### src/rtl/ag_input_queue.sv
// rtl/ag_input_queue.sv - decode-to-AG input queue with precomputed effective address
module ag_input_queue #(
  parameter int DEPTH = 2,
  parameter int PTR_W = 1
) (
  input  logic             clk,
  input  logic             rst,
  input  logic             ag_vin,
  input  logic             ld_ag,
  input  logic             flush,
  input  logic             ag_ready,
  input  logic             de_re,
  input  logic             de_we,
  input  logic             de_rmsel,
  input  logic             ro_needed,
  input  logic             rm_needed,
  input  logic [1:0]       de_alusel,
  input  logic [2:0]       de_jmp,
  input  logic [7:0]       de_modrm,
  input  logic [15:0]      de_sreg,
  input  logic [15:0]      de_ptr,
  input  logic [31:0]      de_dval,
  input  logic [31:0]      de_sval,
  input  logic [31:0]      de_disp,
  input  logic [31:0]      de_flags,
  input  logic [31:0]      de_flag_ld,
  output logic             de_stall,
  output logic             ag_v,
  output logic             ag_re,
  output logic             ag_we,
  output logic             ag_rmsel,
  output logic             ag_ro_needed,
  output logic             ag_rm_needed,
  output logic [1:0]       ag_alusel,
  output logic [2:0]       ag_jmp,
  output logic [7:0]       ag_modrm,
  output logic [15:0]      ag_sreg,
  output logic [15:0]      ag_ptr,
  output logic [31:0]      ag_dval,
  output logic [31:0]      ag_sval,
  output logic [31:0]      ag_disp,
  output logic [31:0]      ag_flags,
  output logic [31:0]      ag_flag_ld,
  output logic [31:0]      ag_ea,
  output logic [PTR_W:0]   ag_count
);

  typedef struct packed {
    logic        re;
    logic        we;
    logic        rmsel;
    logic        ro_needed;
    logic        rm_needed;
    logic [1:0]  alusel;
    logic [2:0]  jmp;
    logic [7:0]  modrm;
    logic [15:0] sreg;
    logic [15:0] ptr;
    logic [31:0] dval;
    logic [31:0] sval;
    logic [31:0] disp;
    logic [31:0] flags;
    logic [31:0] flag_ld;
    logic [31:0] ea;
  } entry_t;

  entry_t           mem [DEPTH];
  entry_t           wr_entry;
  entry_t           rd_entry;
  logic [PTR_W-1:0] head;
  logic [PTR_W-1:0] tail;
  logic             push;
  logic             pop;

  assign de_stall = (ag_count == (PTR_W+1)'(DEPTH));
  assign ag_v     = (ag_count != '0);
  assign push     = ag_vin & ld_ag & ~de_stall;
  assign pop      = ag_v & ag_ready;

  // Assemble the incoming bundle; EA is folded in here so the AG stage sees it ready-made.
  always_comb begin
    wr_entry           = '0;
    wr_entry.re        = de_re;
    wr_entry.we        = de_we;
    wr_entry.rmsel     = de_rmsel;
    wr_entry.ro_needed = ro_needed;
    wr_entry.rm_needed = rm_needed;
    wr_entry.alusel    = de_alusel;
    wr_entry.jmp       = de_jmp;
    wr_entry.modrm     = de_modrm;
    wr_entry.sreg      = de_sreg;
    wr_entry.ptr       = de_ptr;
    wr_entry.dval      = de_dval;
    wr_entry.sval      = de_sval;
    wr_entry.disp      = de_disp;
    wr_entry.flags     = de_flags;
    wr_entry.flag_ld   = de_flag_ld;
    wr_entry.ea        = de_disp + {16'h0, de_ptr};
  end

  // Pointer and occupancy bookkeeping; flush wins over any concurrent push/pop.
  always_ff @(posedge clk or posedge rst) begin
    if (rst) begin
      head     <= '0;
      tail     <= '0;
      ag_count <= '0;
    end else if (flush) begin
      head     <= '0;
      tail     <= '0;
      ag_count <= '0;
    end else begin
      if (push) tail <= tail + 1'b1;
      if (pop)  head <= head + 1'b1;
      ag_count <= ag_count + (PTR_W+1)'(push) - (PTR_W+1)'(pop);
    end
  end

  // Payload storage is never cleared; emptiness is handled by output masking.
  always_ff @(posedge clk) begin
    if (push && !flush) mem[tail] <= wr_entry;
  end

  // Present the head entry, forced to zero while the queue is empty.
  always_comb begin
    rd_entry = '0;
    if (ag_v) rd_entry = mem[head];
  end

  assign ag_re        = rd_entry.re;
  assign ag_we        = rd_entry.we;
  assign ag_rmsel     = rd_entry.rmsel;
  assign ag_ro_needed = rd_entry.ro_needed;
  assign ag_rm_needed = rd_entry.rm_needed;
  assign ag_alusel    = rd_entry.alusel;
  assign ag_jmp       = rd_entry.jmp;
  assign ag_modrm     = rd_entry.modrm;
  assign ag_sreg      = rd_entry.sreg;
  assign ag_ptr       = rd_entry.ptr;
  assign ag_dval      = rd_entry.dval;
  assign ag_sval      = rd_entry.sval;
  assign ag_disp      = rd_entry.disp;
  assign ag_flags     = rd_entry.flags;
  assign ag_flag_ld   = rd_entry.flag_ld;
  assign ag_ea        = rd_entry.ea;

endmodule
### config.mk
export PLATFORM = sky130hd
export DESIGN_NAME = ag_input_queue
export DESIGN_NICKNAME = d
export VERILOG_FILES = /design/src/rtl/ag_input_queue.sv
export SDC_FILE = /design/constraint.sdc
export NUM_CORES = 1
export LEC_CHECK = 0
export ABC_AREA = 1
export CORE_MARGIN = 2
export CORE_UTILIZATION = 49
export CTS_BUF_LIST = sky130_fd_sc_hd__clkbuf_8 sky130_fd_sc_hd__clkbuf_16
export CTS_CLUSTER_SIZE = 40
export DETAILED_ROUTE_END_ITERATION = 12
export GPL_ROUTABILITY_DRIVEN = 0
export PLACE_DENSITY = 0.79
export SLEW_MARGIN = 30
export SYNTH_ARGS = -nofsm -noshare
export SYNTH_HDL_FRONTEND = slang
export SYNTH_SLANG_ARGS = --single-unit
### constraint.sdc
create_clock -name clk -period 13.8 [get_ports clk]
set_input_delay 3.45 -clock clk [delete_from_list [all_inputs] [get_ports clk]]
set_output_delay 3.45 -clock clk [all_outputs]
set_load 0.05 [all_outputs]
==> metrics.md <==
| Metric | Value |
|---|---|
| Outcome | finished, final reports clean |
| Design area | 26600 µm² |
| Kind of critical path | reg -> out |
| Vias | 14.1k |
| Synthesized-area fraction occupied by adder cells | 1.24% |
| Pleak | 9.70 nW |
| Number of port buffers | 461 |
| Overflow after GRT | 0 |
| Final core occ | 66.8% |
| Flops & latches, synth | 488 |
| Final hold vios | 0 |
| Clock latency on the worst-skew pair | 0.57 ns |
| CTS Sinks | 488 |
| Number of primary I/O pins | 462 |
| Setup TNS | 0 ns |
| Clock buffer depth | 3 |
| Initial DRC Count | 1195 |
| Rel. slew slack | 35.8% |
| Post-Syn Instances | 1669 |
| Setup violators final | 0 |
| Routed wire length | 51800 µm |
| Critical path startpoint category | flip-flop |
| Max VDD drop | 0.000145 V |
| Arrival @ worst endpoint | 4.25 ns |
| Die Y | 205 µm |
| Avg WL per Cell | 19.3 µm |
| Drc violations | 0 |
| Yosys warnings | 0 |
| Max-cap violations | 0 |
| RSZ-0062 raised after global routing | no |
| Post-DP HPWL | 34000 µm |
| Mapped Nets | 1904 |
| Worst path required time | 10.35 ns |
| Initial Util | 49.8% |
| Crit path max fanout | 155 |
| Cts hold-fix bufs | 0 |
| Vias in the first global route | 13.8k |
| Final ANT Viol Nets | 0 |
| Fin Clk Skew | 0.0119 ns |
| Main combinational cell family by area after synthesis | simple AND/OR/NAND/NOR gates |
| Root Driver | clkbuf_16 |
| Worst min path class | reg -> reg |
| DIE WIDTH | 205 µm |
| Portion of netlist area occupied by mux cells | 0% |
| Post-Synth Simple-Gate Area | 14.4% |
| Cts repair resizes | 0 |
| Hold WS | 0.594 ns |
| Core area | 39800 µm² |
| Complex-gate fraction of the synthesized area | 6.47% |
| Synth Area in XOR/XNOR | 0.751% |
| Initial antenna violation count | 1 |
| Fmax | 0.130 GHz |
| Sequential share of the synthesized area | 73.8% |
| Synthesized area per cell | 11.9 µm² |
| Fin crit period | 7.70 ns |
| # fillers | 2871 |
| Fin crit share | 55.8% |
| Netlist Area Pre-Place | 19800 µm² |
| Global-route wire length before repair | 76400 µm |
| Worst-path clk slew | 0.06 ns |
| CTS buffer count | 49 |
| Worst setup EP type | primary output |
| GRT Util Overall | 23.8% |
| Post-CTS setup buffers | 0 |
| Die area | 42100 µm² |
| Site Rows | 73 |
| Actual slew at the worst max-slew pin | 0.963 ns |
| Layout area overhead | 34.2% |
| Drt pass-1 iters | 6 |
| Nets@finish | 2351 |
| Unique cell type count in the Yosys netlist | 29 |
| Largest net degree at the start of global routing | 156 |
| CTS tree | yes |
| Placed inst area | 24900 µm² |
| Cell Pwr Density | 192 nW/µm² |
| Clock H-tree levels | 2 |
| Layout cell share with drive strength beyond 1 | 4.87% |
| Via density | 5.26 |
| Fin. max-slew vios | 0 |
## synth_stat cells, drive strengths merged
library cell	number	area (µm²)
fa	1	20.0
o21ai	3	15.0
buf	45	221
xnor2	1	8.76
nand2	648	2430
xor2	16	140
dfrtp	4	100
nand2b	1	6.26
nor3b	1	12.5
nand4	3	18.8
nor3	10	76.3
nand3	29	145
or2	1	6.26
edfxtp	484	14500
and2	1	6.26
clkbuf	34	128
nor2	36	145
o22ai	1	6.26
nand3b	1	7.51
ha	18	225
inv	80	300
a21oi	251	1260
## state kept, by name, indices dropped and copies added, names as in the netlist
signal    count
ag_count      2
head          1
mem         484
tail          1
## placed cells by master (no fill, tap or decap), types with 5 or more instances in the layout
| cell type | Yosys | routed |
|---|---|---|
| nor2_1 | 32 | 30 |
| clkinvlp_4 | 0 | 5 |
| buf_6 | 0 | 7 |
| diode_2 | 0 | 5 |
| buf_4 | 0 | 6 |
| inv_1 | 79 | 88 |
| xor2_1 | 16 | 16 |
| bufinv_16 | 0 | 7 |
| nor3_1 | 6 | 6 |
| clkbuf_16 | 0 | 51 |
| clkdlybuf4s50_1 | 0 | 461 |
| nand2_1 | 647 | 647 |
| a21oi_1 | 250 | 250 |
| clkinv_1 | 0 | 5 |
| ha_1 | 18 | 18 |
| edfxtp_1 | 484 | 484 |
| nand3_1 | 29 | 29 |
| clkinv_2 | 0 | 10 |
## cell type report
cell class | instances | area [µm²] | area share [%]
Clock inverter | 39 | 377 | 1.42
Sequential cell | 488 | 14600 | 55.1
Multi-Input combinational cell | 1022 | 4550 | 17.1
Tap cell | 525 | 657 | 2.47
Antenna cell | 5 | 12.5 | 0.0471
Inverter | 80 | 308 | 1.16
Clock buffer | 51 | 1280 | 4.80
Timing Repair Buffer | 475 | 4770 | 17.9
## final timing paths
path / start / to / slack [ns] / depth (start not counted)
worst min-delay path: tail$_DFFE_PP0P_ / tail$_DFFE_PP0P_ / 0.59 / 1
max in group asynchronous: rst / head$_DFFE_PP0P_ / 10.53 / 2
worst min register to register: tail$_DFFE_PP0P_ / tail$_DFFE_PP0P_ / 0.59 / 1
worst max register to register: ag_count[1]$_DFF_PP0_ / mem[1][26]$_DFFE_PP_ / 10.18 / 7
min in group asynchronous: rst / head$_DFFE_PP0P_ / 3.09 / 2
worst max-delay path: head$_DFFE_PP0P_ / ag_ea[23] / 6.10 / 5
## cell families after synthesis
kind of cell	after synthesis
fa+ha+maj	19
compound gates	255
simple gates	731
buf+inv	159
xor+xnor	17
flops	488
## per-layer routing
metal / global-route usage [%] / part of all wire (%) / vias up
li1: - / - / 6635
met1: 29.2 / 38 / 6835
met2: 41.6 / 52 / 547
met3: 3.95 / 6.5 / 100
met4: 10.2 / 3.2 / 0
met5: 0 / 0 / -
## per-stage QoR
stage,worst slack (ns),power [mW],cells
floorplan,3.29,3.07,1669
global placement,6.62,3.76,2589
detailed placement,6.56,3.78,2590
CTS,6.01,5.13,2680
global route,5.90,5.27,2681
finish,6.10,5.11,2685
## power by group
part	switching (mW)	internal, mW	total, mW
clock network	0.549	0.801	1.35
logic	1.46	0.574	2.03
registers	0.0299	1.70	1.73
## critical path, cell delays in order (launching register included)
cell	delay (ns)
dfrtp_4	0.74
inv_8	0.69
buf_4	0.85
nand2_1	0.11
a21oi_1	0.31
clkdlybuf4s50_1	0.88
(Power assumes the default switching activity.)
